`config.mk`:
```
export PLATFORM = sky130hd
export DESIGN_NAME = tx_ctrl_flat
export DESIGN_NICKNAME = d
export VERILOG_FILES = /design/src/rtl/modem_pkg.sv /design/src/rtl/tx_ctrl_if.sv /design/src/rtl/tx_byte_serializer.sv /design/src/rtl/tx_ctrl.sv /design/src/flat_wrapper.sv
export SDC_FILE = /design/constraint.sdc
export NUM_CORES = 1
export LEC_CHECK = 0
export CAP_MARGIN = 20
export CELL_PAD_IN_SITES_DETAIL_PLACEMENT = 1
export CELL_PAD_IN_SITES_GLOBAL_PLACEMENT = 1
export CORE_ASPECT_RATIO = 1.25
export CORE_MARGIN = 1
export CORE_UTILIZATION = 38
export DETAILED_ROUTE_END_ITERATION = 8
export PLACE_DENSITY = 0.87
export SYNTH_ARGS = -nofsm -noshare
export SYNTH_HDL_FRONTEND = slang
export SYNTH_HIERARCHICAL = 1
export SYNTH_SLANG_ARGS = --single-unit
```
`constraint.sdc`:
```
create_clock -name clk -period 3.3 [get_ports clk]
set_input_delay 0.33 -clock clk [delete_from_list [all_inputs] [get_ports clk]]
set_output_delay 0.33 -clock clk [all_outputs]
set_load 0.05 [all_outputs]
```
`src/rtl/modem_pkg.sv`:
```
`default_nettype none
// +----------------------------------------------------------------------+
// | modem_pkg                                                            |
// | Shared modem constants and types: ring geometry, header layout,      |
// | TX controller state encodings and message footprint helper.          |
// | Rev 1.0 - initial release                                            |
// +----------------------------------------------------------------------+
package modem_pkg;

  localparam int HDR_LEN_MSB = 9;     // header bits [9:0] carry the byte count
  localparam int TX_MAX_LEN  = 1016;  // largest byte count accepted
  localparam int RING_AW     = 8;     // 256-word ring

  typedef enum logic [5:0] {
    S_IDLE = 6'b000001,
    S_HDR  = 6'b000010,
    S_WRD  = 6'b000100,
    S_LAT  = 6'b001000,
    S_PAY  = 6'b010000,
    S_DONE = 6'b100000
  } tx_state_t;

  // Ring words occupied by a message: header plus payload rounded up to words.
  function automatic logic [8:0] msg_words(input logic [HDR_LEN_MSB:0] n);
    logic [10:0] t;
    t = {1'b0, n} + 11'd3;
    return 9'd1 + t[10:2];
  endfunction

endpackage
`default_nettype wire

```
`src/rtl/tx_ctrl_if.sv`:
```
`default_nettype none
// +----------------------------------------------------------------------+
// | tx_ctrl_if                                                           |
// | Bus bundle between the TX controller, the ring RAM read port and     |
// | the modulator byte stream.                                           |
// |   raddr_o/ren_o/rdata_i : RAM read port (data one cycle after ren)   |
// |   byte_o/valid_o/ready_i/begin_o/end_o : framed byte stream          |
// | master = controller side, slave = RAM/sink side.                     |
// | Rev 1.0 - initial release                                            |
// +----------------------------------------------------------------------+
interface tx_ctrl_if;
  import modem_pkg::*;

  logic [RING_AW-1:0] raddr_o;
  logic               ren_o;
  logic [31:0]        rdata_i;
  logic [7:0]         byte_o;
  logic               valid_o;
  logic               ready_i;
  logic               begin_o;
  logic               end_o;

  modport master (
    output raddr_o, ren_o, byte_o, valid_o, begin_o, end_o,
    input  rdata_i, ready_i
  );

  modport slave (
    input  raddr_o, ren_o, byte_o, valid_o, begin_o, end_o,
    output rdata_i, ready_i
  );

endinterface
`default_nettype wire

```
`src/rtl/tx_byte_serializer.sv`:
```
`default_nettype none
// +----------------------------------------------------------------------+
// | tx_byte_serializer                                                   |
// | Holds the current payload word and walks it out little-endian, one   |
// | byte per accepted transfer, framing the message with begin/end.      |
// |   i_start  : latch message length, clear byte index                  |
// |   i_load   : capture a payload word into the staging register        |
// |   i_active : controller is presenting payload (drives o_valid)       |
// |   o_word_done / o_msg_done : transfer of a word's / message's last   |
// |   byte in this cycle                                                 |
// | Rev 1.0 - initial release                                            |
// +----------------------------------------------------------------------+
module tx_byte_serializer
  import modem_pkg::*;
(
  input  wire logic                 clk,
  input  wire logic                 rst,
  input  wire logic                 i_start,
  input  wire logic [HDR_LEN_MSB:0] i_len,
  input  wire logic                 i_load,
  input  wire logic [31:0]          i_word,
  input  wire logic                 i_active,
  input  wire logic                 i_ready,
  output logic [7:0]                o_byte,
  output logic                      o_valid,
  output logic                      o_begin,
  output logic                      o_end,
  output logic                      o_word_done,
  output logic                      o_msg_done
);

  localparam logic [HDR_LEN_MSB:0] c_one = 1;

  logic [31:0]          r_stage;
  logic [HDR_LEN_MSB:0] r_bi;
  logic [HDR_LEN_MSB:0] r_len;

  logic w_xfer;
  logic w_last;

  assign w_xfer = i_active & i_ready;
  // Only evaluated while presenting payload, where r_len is at least 1.
  assign w_last = (r_bi == (r_len - c_one));

  always_ff @(posedge clk) begin
    if (rst) begin
      r_stage <= '0;
      r_bi    <= '0;
      r_len   <= '0;
    end else begin
      if (i_start) begin
        r_len <= i_len;
        r_bi  <= '0;
      end
      if (i_load) begin
        r_stage <= i_word;
      end
      if (w_xfer) begin
        r_bi <= r_bi + c_one;
      end
    end
  end

  // Everything below depends only on registers, so a stalled byte holds.
  assign o_valid     = i_active;
  assign o_byte      = i_active ? r_stage[{r_bi[1:0], 3'b000} +: 8] : 8'h00;
  assign o_begin     = i_active & (r_bi == '0);
  assign o_end       = i_active & w_last;
  assign o_word_done = w_xfer & (r_bi[1:0] == 2'd3);
  assign o_msg_done  = w_xfer & w_last;

endmodule
`default_nettype wire

```
`src/rtl/tx_ctrl.sv`:
```
`default_nettype none
// +----------------------------------------------------------------------+
// | tx_ctrl                                                              |
// | Transmit ring-buffer controller. Fetches header + payload messages   |
// | from the 256-word TX ring in [rp_o, wp_i), streams the payload as    |
// | framed bytes, then advances rp_o and pulses irq_o.                   |
// |   wp_i      : CPU write pointer                                      |
// |   rp_o      : read pointer (registered)                              |
// |   clk_req_o : clock request while busy or work is pending            |
// |   irq_o     : one-cycle pulse per consumed message                   |
// |   bus       : RAM read port and byte stream (tx_ctrl_if.master)      |
// | Rev 1.0 - initial release                                            |
// +----------------------------------------------------------------------+
module tx_ctrl
  import modem_pkg::*;
(
  input  wire logic               clk,
  input  wire logic               rst,
  input  wire logic [RING_AW-1:0] wp_i,
  output logic      [RING_AW-1:0] rp_o,
  output logic                    clk_req_o,
  output logic                    irq_o,
  tx_ctrl_if.master               bus
);

  tx_state_t          r_state;
  logic [RING_AW-1:0] r_rp;
  logic [RING_AW-1:0] r_wa;
  logic [RING_AW-1:0] r_next_rp;

  logic [HDR_LEN_MSB:0] w_len;
  logic [8:0]           w_words;
  logic [RING_AW-1:0]   w_avail;
  logic                 w_bad;
  logic                 w_pending;
  logic                 w_word_done;
  logic                 w_msg_done;

  assign w_len     = bus.rdata_i[HDR_LEN_MSB:0];
  assign w_words   = msg_words(w_len);
  assign w_avail   = wp_i - r_rp;
  assign w_pending = (wp_i != r_rp);
  // A message claiming more words than committed is treated as corrupt.
  assign w_bad     = (w_len > (HDR_LEN_MSB+1)'(TX_MAX_LEN)) || (w_words > {1'b0, w_avail});

  always_ff @(posedge clk) begin
    if (rst) begin
      r_state   <= S_IDLE;
      r_rp      <= '0;
      r_wa      <= '0;
      r_next_rp <= '0;
    end else begin
      unique case (r_state)
        S_IDLE: begin
          if (w_pending) r_state <= S_HDR;
        end
        S_HDR: begin
          r_wa <= r_rp + RING_AW'(1);
          // Corrupt header: drop everything committed so far.
          r_next_rp <= w_bad ? wp_i : (r_rp + w_words[RING_AW-1:0]);
          if (w_bad || (w_len == '0)) r_state <= S_DONE;
          else                        r_state <= S_WRD;
        end
        S_WRD: begin
          r_state <= S_LAT;
        end
        S_LAT: begin
          r_wa    <= r_wa + RING_AW'(1);
          r_state <= S_PAY;
        end
        S_PAY: begin
          if (w_msg_done)       r_state <= S_DONE;
          else if (w_word_done) r_state <= S_WRD;
        end
        S_DONE: begin
          r_rp    <= r_next_rp;
          r_state <= S_IDLE;
        end
        default: r_state <= S_IDLE;
      endcase
    end
  end

  tx_byte_serializer u_ser (
    .clk         (clk),
    .rst         (rst),
    .i_start     (r_state == S_HDR),
    .i_len       (w_len),
    .i_load      (r_state == S_LAT),
    .i_word      (bus.rdata_i),
    .i_active    (r_state == S_PAY),
    .i_ready     (bus.ready_i),
    .o_byte      (bus.byte_o),
    .o_valid     (bus.valid_o),
    .o_begin     (bus.begin_o),
    .o_end       (bus.end_o),
    .o_word_done (w_word_done),
    .o_msg_done  (w_msg_done)
  );

  assign bus.ren_o   = ((r_state == S_IDLE) && w_pending) || (r_state == S_WRD);
  assign bus.raddr_o = (r_state == S_IDLE) ? r_rp : r_wa;
  assign rp_o        = r_rp;
  assign irq_o       = (r_state == S_DONE);
  assign clk_req_o   = (r_state != S_IDLE) || w_pending;

endmodule
`default_nettype wire

```
`src/flat_wrapper.sv`:
```
// flat-port wrapper written by rule: the top's interface ports become plain ports
module tx_ctrl_flat import modem_pkg::*;
  (clk, rst, wp_i, rp_o, clk_req_o, irq_o, bus_raddr_o, bus_ren_o, bus_byte_o, bus_valid_o, bus_begin_o, bus_end_o, bus_rdata_i, bus_ready_i);
  tx_ctrl_if bus_i ();
  input  wire logic clk;
  input  wire logic rst;
  input  wire logic [RING_AW-1:0] wp_i;
  output logic      [RING_AW-1:0] rp_o;
  output logic clk_req_o;
  output logic irq_o;
  output wire logic [$bits(bus_i.raddr_o)-1:0] bus_raddr_o;
  output wire logic [$bits(bus_i.ren_o)-1:0] bus_ren_o;
  output wire logic [$bits(bus_i.byte_o)-1:0] bus_byte_o;
  output wire logic [$bits(bus_i.valid_o)-1:0] bus_valid_o;
  output wire logic [$bits(bus_i.begin_o)-1:0] bus_begin_o;
  output wire logic [$bits(bus_i.end_o)-1:0] bus_end_o;
  input wire logic [$bits(bus_i.rdata_i)-1:0] bus_rdata_i;
  input wire logic [$bits(bus_i.ready_i)-1:0] bus_ready_i;
  assign bus_raddr_o = bus_i.raddr_o;
  assign bus_ren_o = bus_i.ren_o;
  assign bus_byte_o = bus_i.byte_o;
  assign bus_valid_o = bus_i.valid_o;
  assign bus_begin_o = bus_i.begin_o;
  assign bus_end_o = bus_i.end_o;
  assign bus_i.rdata_i = bus_rdata_i;
  assign bus_i.ready_i = bus_ready_i;
  tx_ctrl u_core (.clk(clk), .rst(rst), .wp_i(wp_i), .rp_o(rp_o), .clk_req_o(clk_req_o), .irq_o(irq_o), .bus(bus_i));
endmodule
```
==> results_dict.tcl, run 1 <==
set metrics [dict create \
    synth.cell_area_um2 5350 \
    hold_class "reg -> reg" \
    top_usage_layer "met2" \
    highest_ir_drop_seen_on_vdd_mv 0.2263 \
    drt_first_pass_iters 4 \
    drive_above_1_share_pct 20.54 \
    placeableCoreArea_um2 13750 \
    cts-hold-fix-buffers 0 \
    multi_input_area_um2 3618 \
    initial_utilization_pct 38.90 \
    max_slew_margin_pct 49.45 \
    cts.path.max_buffers 2 \
    fmaxAchievable_mhz 287.4 \
    htree_levels 3 \
    leakage_nw 2.682 \
    yosys_most_used_dff "sky130_fd_sc_hd__dfxtp_1" \
    ioPinCount 73 \
    synthesis.nets 700 \
    timing.rr.start "u_core/rp_o[0]" \
    proportion_of_synthesized_chip_area_in_sequential_cells_pct 30.68 \
    status "complete, but fails checks" \
    postSynth.asyncResetShare_pct 0 \
    grt.met1_usage_pct 27.04 \
    post-route-min-period_ns 3.480 \
    dieArea_um2 14560 \
    ys.warnings.count 6 \
    finalNonFillerCells 920 \
    report.final.slew_viol_count 0 \
    synth-edff-count 0 \
    detailed_place_hpwl_um 13060 \
    num_vias 5280 \
    max_slew.worst_pin.slew_ns 0.7583 \
    maxCapViolations 0 \
    ys_ff_latch 82 \
    cts_tree "yes" \
    cp.arrival_ns 3.71 \
    global_route.usage.met3_pct 4.392 \
    violations "negative setup slack" \
    critical_path.startpoint "u_core/rp_o[0]" \
    post_synth_main_area_contributors "sky130_fd_sc_hd__dfxtp_1 (31%), sky130_fd_sc_hd__mux2i_1 (9.5%), sky130_fd_sc_hd__ha_1 (6.3%)" \
    fin_crit_sh_pct 105.5 \
    cts.clk_slew.worst_paths_ns 0.06 \
    postRouteWirelength_um 18770 \
    final_antenna_net_count 0 \
    grt_util_met2_pct 47.52 \
    fin_skew_ns 0.008645 \
    timing_worst_setup_path_type "reg -> reg" \
    area_delta_synth_final_pct 31.97 \
    finalHoldViolations 0 \
    clk-insertion-delay-late_ns 0.35 \
    antennaDiodeCount 0 \
    place_worst_setup_slack_ns -0.6122 \
    synthDominantCellAreaShare_pct 30.68 \
    gr-total-overflow 0 \
    post-synth-top-area-cell "sky130_fd_sc_hd__dfxtp_1" \
    ys_types 77 \
    placedCellCount 892 \
    first_pass_grt_wire_length_um 28590 \
    cp-end-kind "flop" \
    floorplan.die.height_um 134.7 \
    total_clock_buffers_created_by_cts 9 \
    layout.area.seq_um2 1653 \
    worst_case_setup_margin_in_the_final_layout_ns -0.1800 \
    grt_antenna_before_repair 0 \
    portBuffers 72 \
    clock_tree.root_cell "sky130_fd_sc_hd__clkbuf_16" \
    grt_setup_unrepaired "true" \
    worst_hold_startpoint "u_core/r_next_rp[1]" \
    route.detailed.vias_per_inst 5.739 \
    grt.total_usage_pct 25.56 \
    power-per-cell-area_nw_per_um2 386.4 \
    drt_first_iter_violations 286 \
    synthCells 628 \
    setup_viol_count_final 10 \
    routedWlPerCell_um 20.40 \
    gp_congestion 0.8636 \
    fill_cell_total_of_the_finished_layout 1604 \
    required_ns 3.53 \
    synth.avg_cell_area_um2 8.519 \
    crit_path_start_kind "flop" \
    grt_start_max_net_pins 44 \
    largest_fanout_on_the_critical_path 3 \
    cts.sink_count 82 \
    dieWidth_um 108.1 \
    grt_pass1_vias 5737 \
    rows 48 \
    drt_drc_violations_left 0 \
    final_net_count 812 \
]
report_power, final:
part	total [mW]	switching [mW]	internal (mW)
Clock	0.959	0.425	0.534
Combinational	0.720	0.398	0.322
Sequential	1.05	0.0348	1.01
metrics by stage:
step	utilization (%)	total power [mW]	area, um2	TNS, ns	hold slack [ns]
floorplan	-	1.435	5359	0	0.4184
global placement	47.14	1.639	6484	-2.964	0.4366
detailed placement	47.14	1.675	6484	-5.210	0.4395
CTS	49.63	2.656	6825	0	0.4552
global route	51.34	2.840	7061	-2.685	0.4909
finish	51.34	2.728	7061	-1.116	0.4770
sequential cells by signal, summed over array words and instances (netlist names):
signal,cells
u_core/r_next_rp,8
u_core/r_wa,8
u_core/u_ser/r_len,10
u_core/u_ser/r_stage,32
u_core/r_state,6
u_core/u_ser/r_bi,10
u_core/rp_o,8
worst paths after layout:
path                                             to  slack (ns)  depth (start not counted)
worst max-delay path            u_core/r_next_rp[2]       -0.18                         18
worst min-delay path                 u_core/rp_o[1]        0.48                          2
worst max register to register  u_core/r_next_rp[2]       -0.18                         18
worst min register to register       u_core/rp_o[1]        0.48                          2
cell usage in the layout (no fill, tap or decap), types with 12 or more instances in the layout:
master / synthesis / layout
sky130_fd_sc_hd__xnor2_1: 20 / 19
sky130_fd_sc_hd__o21ai_0: 27 / 24
sky130_fd_sc_hd__ha_1: 27 / 24
sky130_fd_sc_hd__nand3_1: 15 / 13
sky130_fd_sc_hd__mux2i_1: 51 / 51
sky130_fd_sc_hd__clkdlybuf4s50_1: 0 / 57
sky130_fd_sc_hd__buf_4: 2 / 68
sky130_fd_sc_hd__nor3_1: 18 / 12
sky130_fd_sc_hd__nand2_1: 60 / 60
sky130_fd_sc_hd__inv_1: 30 / 28
sky130_fd_sc_hd__nor2_1: 75 / 74
sky130_fd_sc_hd__dfxtp_1: 82 / 79
sky130_fd_sc_hd__a21oi_1: 35 / 30
synthesized netlist by cell type, types with 14 or more instances:
master                     instances
sky130_fd_sc_hd__o21ai_0          27
sky130_fd_sc_hd__clkbuf_1         14
sky130_fd_sc_hd__nor2_1           75
sky130_fd_sc_hd__ha_1             27
sky130_fd_sc_hd__xnor2_1          20
sky130_fd_sc_hd__mux2i_1          51
sky130_fd_sc_hd__dfxtp_1          82
sky130_fd_sc_hd__a21oi_1          35
sky130_fd_sc_hd__inv_1            30
sky130_fd_sc_hd__nand3_1          15
sky130_fd_sc_hd__nor3_1           18
sky130_fd_sc_hd__nand2_1          60
logic make-up (layout without fill, tap and decap cells):
group           Yosys count  in the layout  synth area share [%]
compound gates          121            121                 15.39
buf+inv                  65            182                 5.566
simple gates            233            233                 21.17
fa+ha+maj                30             30                 7.250
flops                    82             82                 30.68
mux                      65             65                 14.31
xor+xnor                 32             32                 5.636
final cells by class:
class | instances | area share [%]
multi-input combinational | 481 | 51.25
sequential | 82 | 23.41
timing repair buffer | 134 | 16.62
clock buffer | 13 | 3.544
tap | 175 | 3.101
inverter | 32 | 1.754
clock inverter | 3 | 0.3190
per-layer routing:
layer,routed length (um),vias up,part of all wire (%)
met1,7154,2611,38
met3,760,52,4.0
li1,-,2459,-
met2,10120,158,54
met4,739,0,3.9
met5,0,-,0
worst max-delay path, cell delays in order (launching register included):
cell and delay (ns):
sky130_fd_sc_hd__dfxtp_4 0.36, sky130_fd_sc_hd__ha_4 0.13, sky130_fd_sc_hd__inv_2 0.04, sky130_fd_sc_hd__fa_2 0.35, sky130_fd_sc_hd__nand2_1 0.09, sky130_fd_sc_hd__nand2_1 0.09
sky130_fd_sc_hd__a21oi_2 0.19, sky130_fd_sc_hd__o21bai_1 0.11, sky130_fd_sc_hd__a21oi_1 0.23, sky130_fd_sc_hd__xor2_1 0.20, sky130_fd_sc_hd__ha_1 0.28, sky130_fd_sc_hd__a21o_1 0.18
sky130_fd_sc_hd__a21oi_2 0.18, sky130_fd_sc_hd__buf_4 0.15, sky130_fd_sc_hd__a32oi_4 0.07, sky130_fd_sc_hd__a2bb2oi_4 0.23, sky130_fd_sc_hd__buf_6 0.13, sky130_fd_sc_hd__nor2_1 0.04
sky130_fd_sc_hd__a311o_1 0.32
repair_timing:
item	CTS	global route
pin swaps	9	28
resized for setup	17	31
setup buffers	4	8
endpoints found under the setup margin	10	11
endpoints found under the hold margin	0	0
(Power assumes the default switching activity.)
==> run 2: changes to the inputs <==
CORE_UTILIZATION = 40   (was 38)
DONT_BUFFER_PORTS = 1   (was not set)
GPL_TIMING_DRIVEN = 0   (was not set)
PLACE_DENSITY = 0.81   (was 0.87)
==> run 2 against run 1 <==
Against the previous run: the flow still finishes with violations (negative setup slack); power decreased by 0.80%; first-iteration DRC count fell by 35%; via count down 6.6%; hold slack worse by 0.34 ns; clock skew up 0.0036 ns; register-to-register slack got worse by 0.05 ns; global-route usage shrank 0.46 points; sequential power about the same; routed wire length decreased by 7.6%; die area down 4.9%; sequential share of layout area rose by 3.3 points; critical path type unchanged; critical endpoint unchanged.
==> results_dict.tcl, run 2 (synthesis gave the netlist of run 1 again) <==
set metrics [dict create \
    worst_case_setup_margin_in_the_final_layout_ns -0.2308 \
    detailed_place_hpwl_um 12500 \
    grt_start_max_net_pins 14 \
    layout_commonest_cell "sky130_fd_sc_hd__dfxtp_1" \
    crit_path_start_kind "flop" \
    num_vias 4932 \
    worstPathCellList "clkinvlp_4 > buf_4 > ha_4 > nor2b_1 > o21ai_1 > a21boi_1 > o21ai_1 > a21oi_1 > xor2_1 > ha_1 > a21oi_2 > buf_4 > a32oi_4 > buf_6 > o2bb2ai_4 > nor4_2 > a311o_1" \
    drive_above_1_share_pct 18.35 \
    timing.rr.start "u_core/rp_o[1]" \
    power-per-cell-area_nw_per_um2 435.9 \
    floorplan.die.height_um 131.3 \
    fill_cell_total_of_the_finished_layout 1559 \
    dieWidth_um 105.4 \
    critical_path.startpoint "u_core/rp_o[1]" \
    timing.hold.ws_ns 0.1333 \
    portBuffers 0 \
    maxCapViolations 0 \
    first_pass_grt_wire_length_um 27050 \
    total_clock_buffers_created_by_cts 9 \
    cts_tree "yes" \
    violations "negative setup slack" \
    hold_depth 2 \
    setup_viol_count_final 10 \
    cp.arrival_ns 3.77 \
    slowest_delay_ns 0.50 \
    cp-end-kind "flop" \
    leakage_nw 2.279 \
    fin_skew_ns 0.01225 \
    max_slew.worst_pin.slew_ns 0.7039 \
    largest_register_ffs 32 \
    route.detailed.vias_per_inst 5.921 \
    final_antenna_net_count 0 \
    grt_setup_unrepaired "true" \
    gp_congestion 0.8189 \
    worst_hold_startpoint "wp_i[4]" \
    cts.clk_slew.worst_paths_ns 0.07 \
    grt_antenna_before_repair 0 \
    fmaxAchievable_mhz 283.2 \
    drt_first_pass_iters 4 \
    cp_top_family "compound AO/OA/AOI/OAI gates" \
    timing.hold.worst_endpoint "u_core/r_next_rp[4]" \
    htree_levels 3 \
    rows 46 \
    cts.sink_count 82 \
    highest_ir_drop_seen_on_vdd_mv 0.3692 \
    clock_tree.root_cell "sky130_fd_sc_hd__clkbuf_16" \
    final_net_count 732 \
    layout.area.seq_um2 1659 \
    total_design_power_mw 2.706 \
    finalHoldViolations 0 \
    grt_pass1_vias 5282 \
    fin_crit_sh_pct 107.0 \
    routedWlPerCell_um 20.82 \
    multi_input_area_um2 3562 \
    postRouteWirelength_um 17350 \
    placeableCoreArea_um2 12890 \
    grt.total_usage_pct 25.10 \
    largest_fanout_on_the_critical_path 7 \
    layout_common_cells "sky130_fd_sc_hd__dfxtp_1 (76), sky130_fd_sc_hd__nor2_1 (74), sky130_fd_sc_hd__nand2_1 (58), sky130_fd_sc_hd__mux2i_1 (51), sky130_fd_sc_hd__a21oi_1 (32)" \
    antennaDiodeCount 0 \
    area_delta_synth_final_pct 16.04 \
    gr-total-overflow 0 \
    timing_worst_setup_path_type "reg -> reg" \
    r2r_setup_slack_ns -0.23 \
    largest_registers "u_core/u_ser/r_stage x32, u_core/u_ser/r_bi x10, u_core/u_ser/r_len x10" \
    crit_path_top_delay_cell "sky130_fd_sc_hd__dfxtp_4" \
    max_slew_margin_pct 53.01 \
    worst_r2r_path_depth 17 \
    cts.path.max_buffers 2 \
    cp_num_buf_inv 4 \
    drt_drc_violations_left 0 \
    place_worst_setup_slack_ns -0.6895 \
    hold_class "in -> reg" \
    dieArea_um2 13840 \
    initial_utilization_pct 41.50 \
    clk-insertion-delay-late_ns 0.35 \
    required_ns 3.54 \
    registers.top_by_ff_count "u_core/u_ser/r_stage" \
    drt_first_iter_violations 185 \
    status "complete, but fails checks" \
    report.final.slew_viol_count 0 \
    post-route-min-period_ns 3.531 \
    r2r-end "u_core/r_next_rp[2]" \
    ioPinCount 73 \
]
==> run 2: cell count changes in the layout (fill, tap and decap cells not counted), moves of 3 or more <==
cell	change
sky130_fd_sc_hd__dlygate4sd2_1	-5
sky130_fd_sc_hd__buf_6	+8
sky130_fd_sc_hd__clkdlybuf4s50_1	-57
sky130_fd_sc_hd__dfxtp_1	-3
sky130_fd_sc_hd__clkbuf_1	+13
sky130_fd_sc_hd__buf_2	+12
sky130_fd_sc_hd__nor3_1	+3
sky130_fd_sc_hd__buf_4	-50
==> run 2: where the power goes <==
group	switching, mW	internal [mW]	leakage, nW
sequential	0.0298	1.01	0.666
combinational	0.351	0.276	1.47
clock	0.427	0.608	0.147
total	0.809	1.90	2.28
==> run 2: cell type report <==
class,instances,share of cell area [%]
well taps,168,3.386
multi-input cells,481,57.38
plain buffers,33,2.862
clock inverters,4,0.7860
clock buffers,12,3.970
inverters,32,2.056
repair buffers,21,2.842
flip-flops and latches,82,26.72
==> run 2: what timing repair did <==
action	4_1_cts	5_1_grt
pin swaps	14	20
hold buffers	0	0
resized for setup	22	20
endpoints found under the setup margin	10	11
buffers inserted	9	13
==> run 2: worst max-delay path by stage <==
stage / to / slack (ns) / cells after the start
2_1_floorplan: u_core/r_next_rp[2] / 0.01 / 13
3_3_place_gp: u_core/r_next_rp[2] / -0.58 / 13
3_5_place_dp: u_core/r_next_rp[2] / -0.69 / 13
4_1_cts: u_core/r_next_rp[2] / -0.13 / 16
5_1_grt: u_core/r_next_rp[2] / -0.38 / 17
6_report: u_core/r_next_rp[2] / -0.23 / 17
==> run 2: through the flow <==
stage	instance area [um2]	setup TNS (ns)	cells	util, %
global placement	5569	-4.802	796	43.20
CTS	6038	-0.8577	821	46.84
detailed placement	5569	-5.904	796	43.20
floorplan	5359	0	628	-
finish	6208	-1.802	833	48.16
global route	6208	-3.179	833	48.16
==> run 2: routing by layer <==
layer  part of all wire [%]  GRT usage [%]  up-vias  routed length, um
li1                       -              -     2302                  -
met1                     39          27.17     2425               6752
met2                     51          44.19      149               8825
met3                    6.2          6.796       56               1068
met4                    4.0          13.07        0                700
met5                      0              0        -                  0
